[config.mk]
export PLATFORM = sky130hd
export DESIGN_NAME = param_equalizer
export DESIGN_NICKNAME = d
export VERILOG_FILES = /design/src/rtl/param_equalizer.sv
export SDC_FILE = /design/constraint.sdc
export NUM_CORES = 1
export LEC_CHECK = 0
export ABC_AREA = 1
export BUFFER_PORTS_ARGS = -buffer_cell sky130_fd_sc_hd__buf_2
export CORE_ASPECT_RATIO = 1.5
export CORE_MARGIN = 5
export CORE_UTILIZATION = 25
export DETAILED_ROUTE_END_ITERATION = 8
export PLACE_DENSITY_LB_ADDON = 0.08
export SYNTH_ARGS = -nofsm -noshare
export SYNTH_HDL_FRONTEND = slang
export SYNTH_SLANG_ARGS = --single-unit
[constraint.sdc]
create_clock -name clk -period 6.2 [get_ports clk]
set_clock_uncertainty 0.2 [all_clocks]
set_input_delay 1.24 -clock clk [delete_from_list [all_inputs] [get_ports clk]]
set_output_delay 1.24 -clock clk [all_outputs]
set_load 0.1 [all_outputs]
[src/rtl/param_equalizer.sv]
// param_equalizer: N-band equaliser built from a bank of leaky integrators, three-stage
// valid/ready pipeline. Define EQ_SAT_EN for output saturation with a sticky clip flag.
module param_equalizer #(
   parameter int DATA_W    = 16,
   parameter int N_BANDS   = 3,
   parameter int GAIN_W    = 8,
   parameter int GAIN_FRAC = 4
) (
   input  logic                        clk,
   input  logic                        reset,
   input  logic [DATA_W-1:0]           in_data,
   input  logic                        in_valid,
   output logic                        in_ready,
   input  logic [N_BANDS*GAIN_W-1:0]   gain_in,
   input  logic                        gain_load,
   output logic [DATA_W-1:0]           out_data,
   output logic                        out_valid,
   input  logic                        out_ready,
   output logic                        clip
);

   localparam int LW     = DATA_W + 2;
   // Integrator states never leave the input range, so a band difference fits in DATA_W+1 bits.
   localparam int BAND_W = DATA_W + 1;
   localparam int PROD_W = GAIN_W + BAND_W;
   localparam int ACC_W  = DATA_W + GAIN_W + $clog2(N_BANDS) + 2;
   localparam logic [GAIN_W-1:0]         UNITY     = GAIN_W'(1) << GAIN_FRAC;
   localparam logic [N_BANDS*GAIN_W-1:0] UNITY_ALL = {N_BANDS{UNITY}};

   logic                     adv;
   logic                     accept;
   logic signed [LW-1:0]     lstate   [1:N_BANDS-1];
   logic signed [LW-1:0]     ltap     [N_BANDS];
   logic signed [BAND_W-1:0] band_nxt [N_BANDS];
   logic signed [BAND_W-1:0] s1_band  [N_BANDS];
   logic [N_BANDS*GAIN_W-1:0] shadow_gain;
   logic [N_BANDS*GAIN_W-1:0] active_gain;
   logic                     s1_valid;
   logic [PROD_W-1:0]        prod_nxt [N_BANDS];
   logic signed [PROD_W-1:0] s2_prod  [N_BANDS];
   logic                     s2_valid;
   logic signed [ACC_W-1:0]  acc;
   logic [DATA_W-1:0]        result;

   assign adv      = !out_valid || out_ready;
   assign in_ready = adv;
   assign accept   = in_valid && adv;

   // Band split: tap 0 is the raw sample, bands are differences of adjacent pre-update taps.
   always_comb begin
      ltap[0] = {{2{in_data[DATA_W-1]}}, in_data};
      for (int k = 1; k < N_BANDS; k++) ltap[k] = lstate[k];
      for (int j = 0; j < N_BANDS-1; j++) band_nxt[j] = BAND_W'(ltap[j] - ltap[j+1]);
      band_nxt[N_BANDS-1] = BAND_W'(ltap[N_BANDS-1]);
   end

   always_ff @(posedge clk) begin
      if (reset) begin
         for (int k = 1; k < N_BANDS; k++) lstate[k] <= '0;
      end else if (accept) begin
         for (int k = 1; k < N_BANDS; k++) lstate[k] <= lstate[k] + ((ltap[0] - lstate[k]) >>> k);
      end
   end

   // The active gains travel with the sample in S1; a pending shadow load takes effect on the next accept.
   always_ff @(posedge clk) begin
      if (reset) begin
         s1_valid    <= 1'b0;
         shadow_gain <= UNITY_ALL;
         active_gain <= UNITY_ALL;
         for (int j = 0; j < N_BANDS; j++) s1_band[j] <= '0;
      end else begin
         if (gain_load) shadow_gain <= gain_in;
         if (accept) active_gain <= shadow_gain;
         if (adv) begin
            s1_valid <= in_valid;
            for (int j = 0; j < N_BANDS; j++) s1_band[j] <= band_nxt[j];
         end
      end
   end

   // Operands are sign-extended to the product width so an unsigned multiply yields the exact signed product.
   always_comb begin
      for (int j = 0; j < N_BANDS; j++) begin
         prod_nxt[j] = {{BAND_W{active_gain[j*GAIN_W+GAIN_W-1]}}, active_gain[j*GAIN_W +: GAIN_W]}
                     * {{GAIN_W{s1_band[j][BAND_W-1]}}, s1_band[j]};
      end
   end

   always_ff @(posedge clk) begin
      if (reset) begin
         s2_valid <= 1'b0;
         for (int j = 0; j < N_BANDS; j++) s2_prod[j] <= '0;
      end else if (adv) begin
         s2_valid <= s1_valid;
         for (int j = 0; j < N_BANDS; j++) s2_prod[j] <= prod_nxt[j];
      end
   end

   always_comb begin
      acc = '0;
      for (int j = 0; j < N_BANDS; j++) begin
         acc = acc + {{(ACC_W-PROD_W){s2_prod[j][PROD_W-1]}}, s2_prod[j]};
      end
   end

`ifdef EQ_SAT_EN
   localparam logic signed [ACC_W-1:0] MAXV = {{(ACC_W-DATA_W+1){1'b0}}, {(DATA_W-1){1'b1}}};
   localparam logic signed [ACC_W-1:0] MINV = {{(ACC_W-DATA_W+1){1'b1}}, {(DATA_W-1){1'b0}}};

   logic signed [ACC_W-1:0] scaled;
   logic                    res_clip;
   logic                    clip_q;

   always_comb begin
      scaled   = acc >>> GAIN_FRAC;
      result   = scaled[DATA_W-1:0];
      res_clip = 1'b0;
      if (scaled > MAXV) begin
         result   = {1'b0, {(DATA_W-1){1'b1}}};
         res_clip = 1'b1;
      end else if (scaled < MINV) begin
         result   = {1'b1, {(DATA_W-1){1'b0}}};
         res_clip = 1'b1;
      end
   end

   always_ff @(posedge clk) begin
      if (reset) clip_q <= 1'b0;
      else if (adv && s2_valid && res_clip) clip_q <= 1'b1;
   end

   assign clip = clip_q;
`else
   assign result = DATA_W'(acc >>> GAIN_FRAC);
   assign clip   = 1'b0;
`endif

   always_ff @(posedge clk) begin
      if (reset) begin
         out_valid <= 1'b0;
         out_data  <= '0;
      end else if (adv) begin
         out_valid <= s2_valid;
         if (s2_valid) out_data <= result;
      end
   end

endmodule

# Word level (Yosys, flattened, before mapping)

Memories as Yosys holds them, arrays and structs flattened.
Index checks and enable logic that the tools add are counted.
Widths: inputs -> output; s select.

Register bits: 67
Bits in writable memories: 162
Input port bits: 45
Output and inout port bits: 19
Word-level logic and storage cells: 47
Memories: 3

Add/subtract/negate cells: 7
$mul: 3
Mux-type cells: 16
Bitwise gates (word level): 8
Reduce and logical (&&, ||, !) cells: 4

Memory list:

| name    | depth | width | read ports | clocked after Yosys merged registers in | wr ports | line | text |
|---|---|---|---|---|---|---|---|
| s2_prod | 3     | 25    | 3          | 0                                       | 3        | 40   | `logic signed [PROD_W-1:0] s2_prod [N_BANDS];` |
| s1_band | 3     | 17    | 3          | 0                                       | 3        | 35   | `logic signed [BAND_W-1:0] s1_band [N_BANDS];` |
| lstate  | 2     | 18    | 2          | 0                                       | 2        | 32   | `logic signed [LW-1:0] lstate [1:N_BANDS-1];` |

Operator list:

| cell              | number |
|---|---|
| $mul 8x17->25     | 3 |
| $mux 25           | 3 |
| $mux 17           | 3 |
| $add 20x20->20    | 2 |
| $mux 18           | 2 |
| $sub 16x18->18    | 2 |
| $add 18x16->18    | 1 |
| $add 18x17->18    | 1 |
| $sub 17x17->17    | 1 |
| $mux 1            | 8 |
| $or 1x1->1        | 8 |
| $reduce_and 2->1  | 1 |
| $logic_and 1x1->1 | 1 |
| $logic_not 1->1   | 1 |
| $logic_or 1x1->1  | 1 |

# Longest topological paths before layout

Gate-level depths: netlist (run 1).

Depth in word-level cells: 7
Gate-level depth with buffers: 24
Mapped depth without buffers: 24

# Worst setup path after synthesis (run 1)

OpenSTA, ideal clock, no wires.

Path type: input port to flip-flop
From: input port reset
To: register out_valid
Library setup time: 0.281 ns
Arrival: 4.200 ns
Data required time: 5.719 ns
Slack: 1.519 ns
Stages on the path: 4
Path through: buf_2 > inv_1 > nand2_1 > o21ai_0

RTL lines:

| element              | line | text |
|---|---|---|
| start, declared      | 10   | `input logic reset,` |
| end signal, assigned | 144  | `out_valid <= s2_valid;` |
| end, declared        | 17   | `output logic out_valid,` |

==> impl_metrics.csv, run 1 <==
group,metric,value,unit
routing,routedWlPerCell,17.59,µm
layout,fin_cells,4945,
sta,hold_slack,0.2540,ns
routing,drc_errors,0,
sta,rsz0062_at_grt,"no",
setup_path,slowest_stage,"dfxtp_1",
routing,wl,87000,µm
clock_network,cts_resized,0,
setup_path,critPathRequiredTime,6.33,ns
setup_path,cp-end-kind,"register",
floorplanning,design.die.area,111500,µm²
sta,hold_viol_final,0,
pwr,peakVddDrop,0.0002323,V
floorplanning,pin_count,64,
global_route,grt_overflow,0,
logic_synthesis,ys_ff_latch,214,
global_route,grt_pass1_vias,22578,
pwr,power.density,396.2,nW/µm²
clock_network,clkTransAtPathRegs,0.06,ns
floorplanning,rows,145,
layout,fillerInstances,11723,
global_route,grt_usage,15.82,%
sta,fin_crit,5.057,ns
setup_path,crit_family,"adder cells",
routing,avgViaCountPerCell,4.215,
clock_network,postCtsSetupRepairBufs,0,
logic_synthesis,synthFlopType,"edfxtp_1",
layout,layout.nets,4073,
floorplanning,die_h,406.4,µm
sta,slew_viol_final,0,
clock_network,clk_latency,0.60,ns
floorplanning,core-area,104100,µm²
sta,timing.setup.tns,0,ns
setup_path,path_cells,"nand2_1 > fa_1 > fa_1 > inv_1 > fa_1 > inv_1 > fa_1 > inv_1 > ha_1 > a21oi_1 > nand2_1 > a21oi_1 > or2_1 > nand2_1 > o21ai_0 > a21oi_1",
routing,vias,20841,
sta,period_share,81.57,%
status,status,"finished clean",
setup_path,crit_path_start_kind,"register",
logic_synthesis,synth_area_leaders,"fa_1 21%, edfxtp_1 17%, inv_1 13%",
clock_network,htreeDepth,1,
layout,layout_commonest_cell,"inv_1",
logic_synthesis,netlist_area,26190,µm²
placement,dp_hpwl,72280,µm
global_route,grt_max_degree,115,
placement,gp_congestion,0.8373,
routing,drt.antenna.violating_nets,0,
layout,insertedDiodeCount,0,
sta,worst_slew_pin_slew,0.8784,ns
floorplanning,die_x,274.3,µm
min_path,hp-class,"register to register",
logic_synthesis,synth_nets,4077,
logic_synthesis,yosysWarnings,0,
run,cap_violations,0,
setup_path,worst-path-buf-inv,3,
clock_network,cts-root-buf,"clkbuf_16",
logic_synthesis,yosysTopAreaCell,"fa_1",
sta,slew_headroom,41.23,%
logic_synthesis,yosysUniqueCellTypes,53,
logic_synthesis,synthCells,3531,
logic_synthesis,yosys.area.top_type_share,21.17,%
layout,utilization,27.74,%
clock_network,cts_buffers,28,
clock_network,cts.sinks,214,
placement,portBuffers,62,
layout,mostFrequentLayoutCells,"907 x inv_1, 774 x nand2_1, 294 x nor2_1",
global_route,grt_pass1_wl,134800,µm
sta,setup_violations,0,
layout,drive_gt1_share,5.015,%
global_route,antenna_found_initial,1,
clock_network,clk_path_buf_depth,3,
routing,drtPass1Iterations,5,
placement,place_inst,4893,
pwr,p_leak,15.96,nW
floorplanning,start_util,25.15,%
logic_synthesis,synthArstFlopShare,0,%
logic_synthesis,synth.avg_cell_area,7.418,µm²
clock_network,cts_hold_buf,0,
routing,first_iter_violations,847,
setup_path,critPathArrivalTime,5.19,ns
setup_path,path_common_cell,"fa_1",
setup_path,cpPeakStageDelay,0.88,ns
logic_synthesis,yosysSeqAreaShare,21.97,%
setup_path,critPathKind,"register to register",
sta,fmax,197.7,MHz
logic_synthesis,synth_edf_count,147,
setup_path,worstPathMaxFanout,19,
clock_network,cts_tree,"built",
layout,area_delta_synth_final,10.28,%
[stage by stage]
| stage | setup WS, ns | cell area, µm² | power (mW) |
|---|---|---|---|
| floorplan | 1.519 | 26190 | 7.472 |
| global placement | 0.9962 | 27930 | 9.920 |
| detailed placement | 1.016 | 27930 | 9.857 |
| CTS | 0.9828 | 28890 | 11.69 |
| global route | 0.7139 | 28890 | 12.70 |
| finish | 1.143 | 28890 | 11.44 |
[cells in the mapped netlist (10+ instances only)]
master	n
xor2_1	33
nand3_1	113
clkbuf_1	70
o21a_1	16
fa_1	277
o21ai_0	139
inv_1	908
ha_1	224
a21o_1	11
a21oi_1	223
dfxtp_1	67
nand2_1	775
nor3_1	23
nand2_2	11
nor2_1	295
o21bai_1	14
buf_2	33
edfxtp_1	147
o21ai_1	10
nand4_1	26
xnor2_1	17
[worst register-to-register path: stages, from the launching register on]
cell     delay [ns]
dfxtp_1        0.88
nand2_1        0.19
fa_1           0.57
fa_1           0.55
inv_1          0.05
fa_1           0.47
inv_1          0.05
fa_1           0.49
inv_1          0.08
ha_1           0.34
a21oi_1        0.14
nand2_1        0.14
a21oi_1        0.24
or2_1          0.13
nand2_1        0.09
o21ai_0        0.15
a21oi_1        0.06
[cells by family after synthesis]
kind of cell / count (synthesis) / synth area share (%)
buffers and inverters: 1026 / 14.90
XOR/XNOR: 50 / 1.672
AO/OA/AOI/OAI: 458 / 9.668
AND/OR/NAND/NOR: 1281 / 19.90
other: 1 / 0.01432
flip-flops: 214 / 21.97
adder cells (fa/ha/maj): 501 / 31.87
[registers in the layout (all words and copies together) (netlist names)]
register	count
active_gain	24
lstate	36
s2_valid	1
shadow_gain	24
s1_band	51
s1_valid	1
out_valid	1
out_data	16
s2_prod	60
[report_power, final]
group	internal, mW	total (mW)	switching [mW]
registers	2.02	2.68	0.657
clock network	1.00	1.74	0.739
logic	2.34	7.03	4.69
total	5.36	11.4	6.09
[metal layers]
metal	vias up	routed length (µm)	global-route usage, %
met4	0	3433	5.374
met1	9775	34760	17.90
met5	-	0	0
met3	96	1957	1.268
met2	246	46850	30.89
li1	10724	-	-
[cell type report]
cell class	count	area, µm²	area share, %
Tap cell	1396	1747	6.046
Clock buffer	37	807.0	2.794
Multi-Input combinational cell	2291	16550	57.29
Sequential cell	214	5756	19.92
Inverter	914	3431	11.88
Timing Repair Buffer	78	442.9	1.533
Clock inverter	15	153.9	0.5327
[worst paths after layout]
kind                                startpoint              to  slack (ns)  cells after the start
worst max-delay path            active_gain[2]  s2_prod[0][18]        1.14                     16
worst min-delay path            shadow_gain[2]  active_gain[2]        0.25                      2
worst max register to register  active_gain[2]  s2_prod[0][18]        1.14                     16
worst min register to register  shadow_gain[2]  active_gain[2]        0.25                      2
No activity file was read; power rests on OpenSTA's default activity.
==> inputs of run 2 (changes only) <==
clock period = 5.2 ns   (was 6.2 ns; I/O delays follow)
==> run 2 against run 1 <==
  * Sequential power is 19% higher
  * Maximum frequency grew 3.6%
  * Global-route usage is 0.12 points higher
  * Die area did not move
==> impl_metrics.csv, run 2 (synthesized netlist as in run 1, its figures left out) <==
group,metric,value,unit
min_path,hp-class,"register to register",
layout,drive_gt1_share,6.116,%
setup_path,cp-end-kind,"register",
sta,setup_violations,0,
clock_network,clkTransAtPathRegs,0.06,ns
setup_path,cpPeakStageDelay,0.73,ns
layout,final_area,29190,µm²
clock_network,cts_hold_buf,0,
layout,fin_cells,4978,
clock_network,htreeDepth,1,
sta,slew_viol_final,0,
setup_path,critPathArrivalTime,5.02,ns
setup_path,crit_path_start_kind,"register",
routing,vias,21094,
pwr,peakVddDrop,0.0002765,V
setup_path,critPathRequiredTime,5.34,ns
sta,rsz0062_at_grt,"no",
global_route,grt_max_degree,115,
layout,fillerInstances,11672,
layout,largest-register,"s2_prod",
placement,portBuffers,62,
pwr,power.density,471.4,nW/µm²
sta,hold_viol_final,0,
global_route,grt_pass1_vias,22871,
routing,drt.antenna.violating_nets,0,
clock_network,cts.sinks,214,
setup_path,worstPathMaxFanout,13,
placement,place_inst,4919,
setup_path,slowest_stage,"dfxtp_1",
global_route,antenna_found_initial,3,
global_route,grt_pass1_wl,136100,µm
floorplanning,die_x,274.3,µm
sta,worst_slew_pin_slew,1.011,ns
run,cap_violations,0,
clock_network,cts_tree,"built",
sta,fmax,204.9,MHz
floorplanning,design.die.area,111500,µm²
layout,layout.nets,4104,
setup_path,crit_family,"adder cells",
status,status,"finished clean",
pwr,p_leak,16.14,nW
floorplanning,rows,145,
clock_network,cts_buffers,29,
routing,avgViaCountPerCell,4.237,
sta,period_share,93.86,%
clock_network,clk_latency,0.60,ns
global_route,grt_usage,15.94,%
routing,drc_errors,0,
floorplanning,die_h,406.4,µm
setup_path,worst-path-buf-inv,4,
routing,drtPass1Iterations,5,
placement,dp_hpwl,73270,µm
sta,fin_crit,4.881,ns
sta,timing.setup.tns,0,ns
layout,layout_commonest_cell,"inv_1",
sta,slew_headroom,32.57,%
floorplanning,core-area,104100,µm²
setup_path,critPathKind,"register to register",
setup_path,path_common_cell,"fa_1",
layout,largest_reg_flops,60,
setup_path,path_cells,"buf_4 > nand2_1 > fa_1 > inv_1 > fa_1 > fa_1 > inv_1 > fa_1 > inv_1 > ha_1 > a21oi_1 > o21ai_0 > nor2_1 > nand3_1 > nand2_1 > nor2_1",
clock_network,clk_path_buf_depth,3,
layout,reg.largest.list,"s2_prod x60, s1_band x51, lstate x36",
placement,dpl_cell_area,28150,µm²
global_route,grt_overflow,0,
layout,mostFrequentLayoutCells,"906 x inv_1, 774 x nand2_1, 294 x nor2_1",
routing,routedWlPerCell,17.58,µm
floorplanning,start_util,25.15,%
layout,area_delta_synth_final,11.43,%
layout,utilization,28.03,%
floorplanning,pin_count,64,
routing,first_iter_violations,867,
routing,wl,87520,µm
placement,gp_congestion,0.8471,
clock_network,cts-root-buf,"clkbuf_16",
-- run 2: cell types whose count changed in the layout (fill, tap and decap cells not counted), sizes merged --
cell | before | now
clkbuf | 37 | 39
clkinv | 10 | 9
inv | 915 | 917
bufinv | 2 | 1
buf | 78 | 108
diode | 0 | 1
-- run 2: worst register-to-register path: stages (launching register included) --
cell and delay (ns):
dfxtp_1 0.73, buf_4 0.27, nand2_1 0.07, fa_1 0.49, inv_1 0.05, fa_1 0.47, fa_1 0.55, inv_1 0.05
fa_1 0.59, inv_1 0.06, ha_1 0.36, a21oi_1 0.26, o21ai_0 0.12, nor2_1 0.16, nand3_1 0.09, nand2_1 0.06
nor2_1 0.04
-- run 2: path summary, 6_finish.rpt --
| path | start | endpoint | slack [ns] | depth (start not counted) |
|---|---|---|---|---|
| min reg2reg | shadow_gain[21] | shadow_gain[21] | 0.25 | 2 |
| min | shadow_gain[21] | shadow_gain[21] | 0.25 | 2 |
| max | active_gain[10] | s2_prod[0][43] | 0.32 | 16 |
| max reg2reg | active_gain[10] | s2_prod[0][43] | 0.32 | 16 |
-- run 2: where the power goes --
group | switching, mW | internal, mW | total, mW
registers | 0.773 | 2.41 | 3.18
logic | 5.61 | 2.84 | 8.45
clock network | 0.899 | 1.23 | 2.13
-- run 2: stage by stage --
step	hold slack (ns)	power [mW]	setup slack (ns)
detailed placement	0.2432	11.79	0.2354
CTS	0.2521	14.05	0.2193
floorplan	0.2230	8.909	0.6379
global placement	0.2389	11.87	0.1873
global route	0.2700	15.27	0.004697
finish	0.2539	13.76	0.3192
-- run 2: layout make-up --
type                       instances  area (µm²)  share of cell area (%)
sequential                       214        5763                   19.75
clock buffer                      39       868.3                   2.975
multi-input combinational       2291       16550                   56.72
tap                             1396        1747                   5.985
clock inverter                    15       123.9                  0.4244
antenna                            1       2.502                0.008574
inverter                         914        3435                   11.77
timing repair buffer             108       693.2                   2.375
-- run 2: repair_timing --
action                                  in CTS  in global routing
endpoints found under the setup margin       0                  8
gates resized for setup                      0                  8
setup buffers                                0                  4
-- run 2: routing by layer --
metal	part of all wire, %	vias to the layer above	global-route usage, %
met3	2.3	93	1.468
li1	-	10803	-
met4	3.3	0	4.719
met5	0	-	0
met2	54	258	31.31
met1	40	9940	18.04
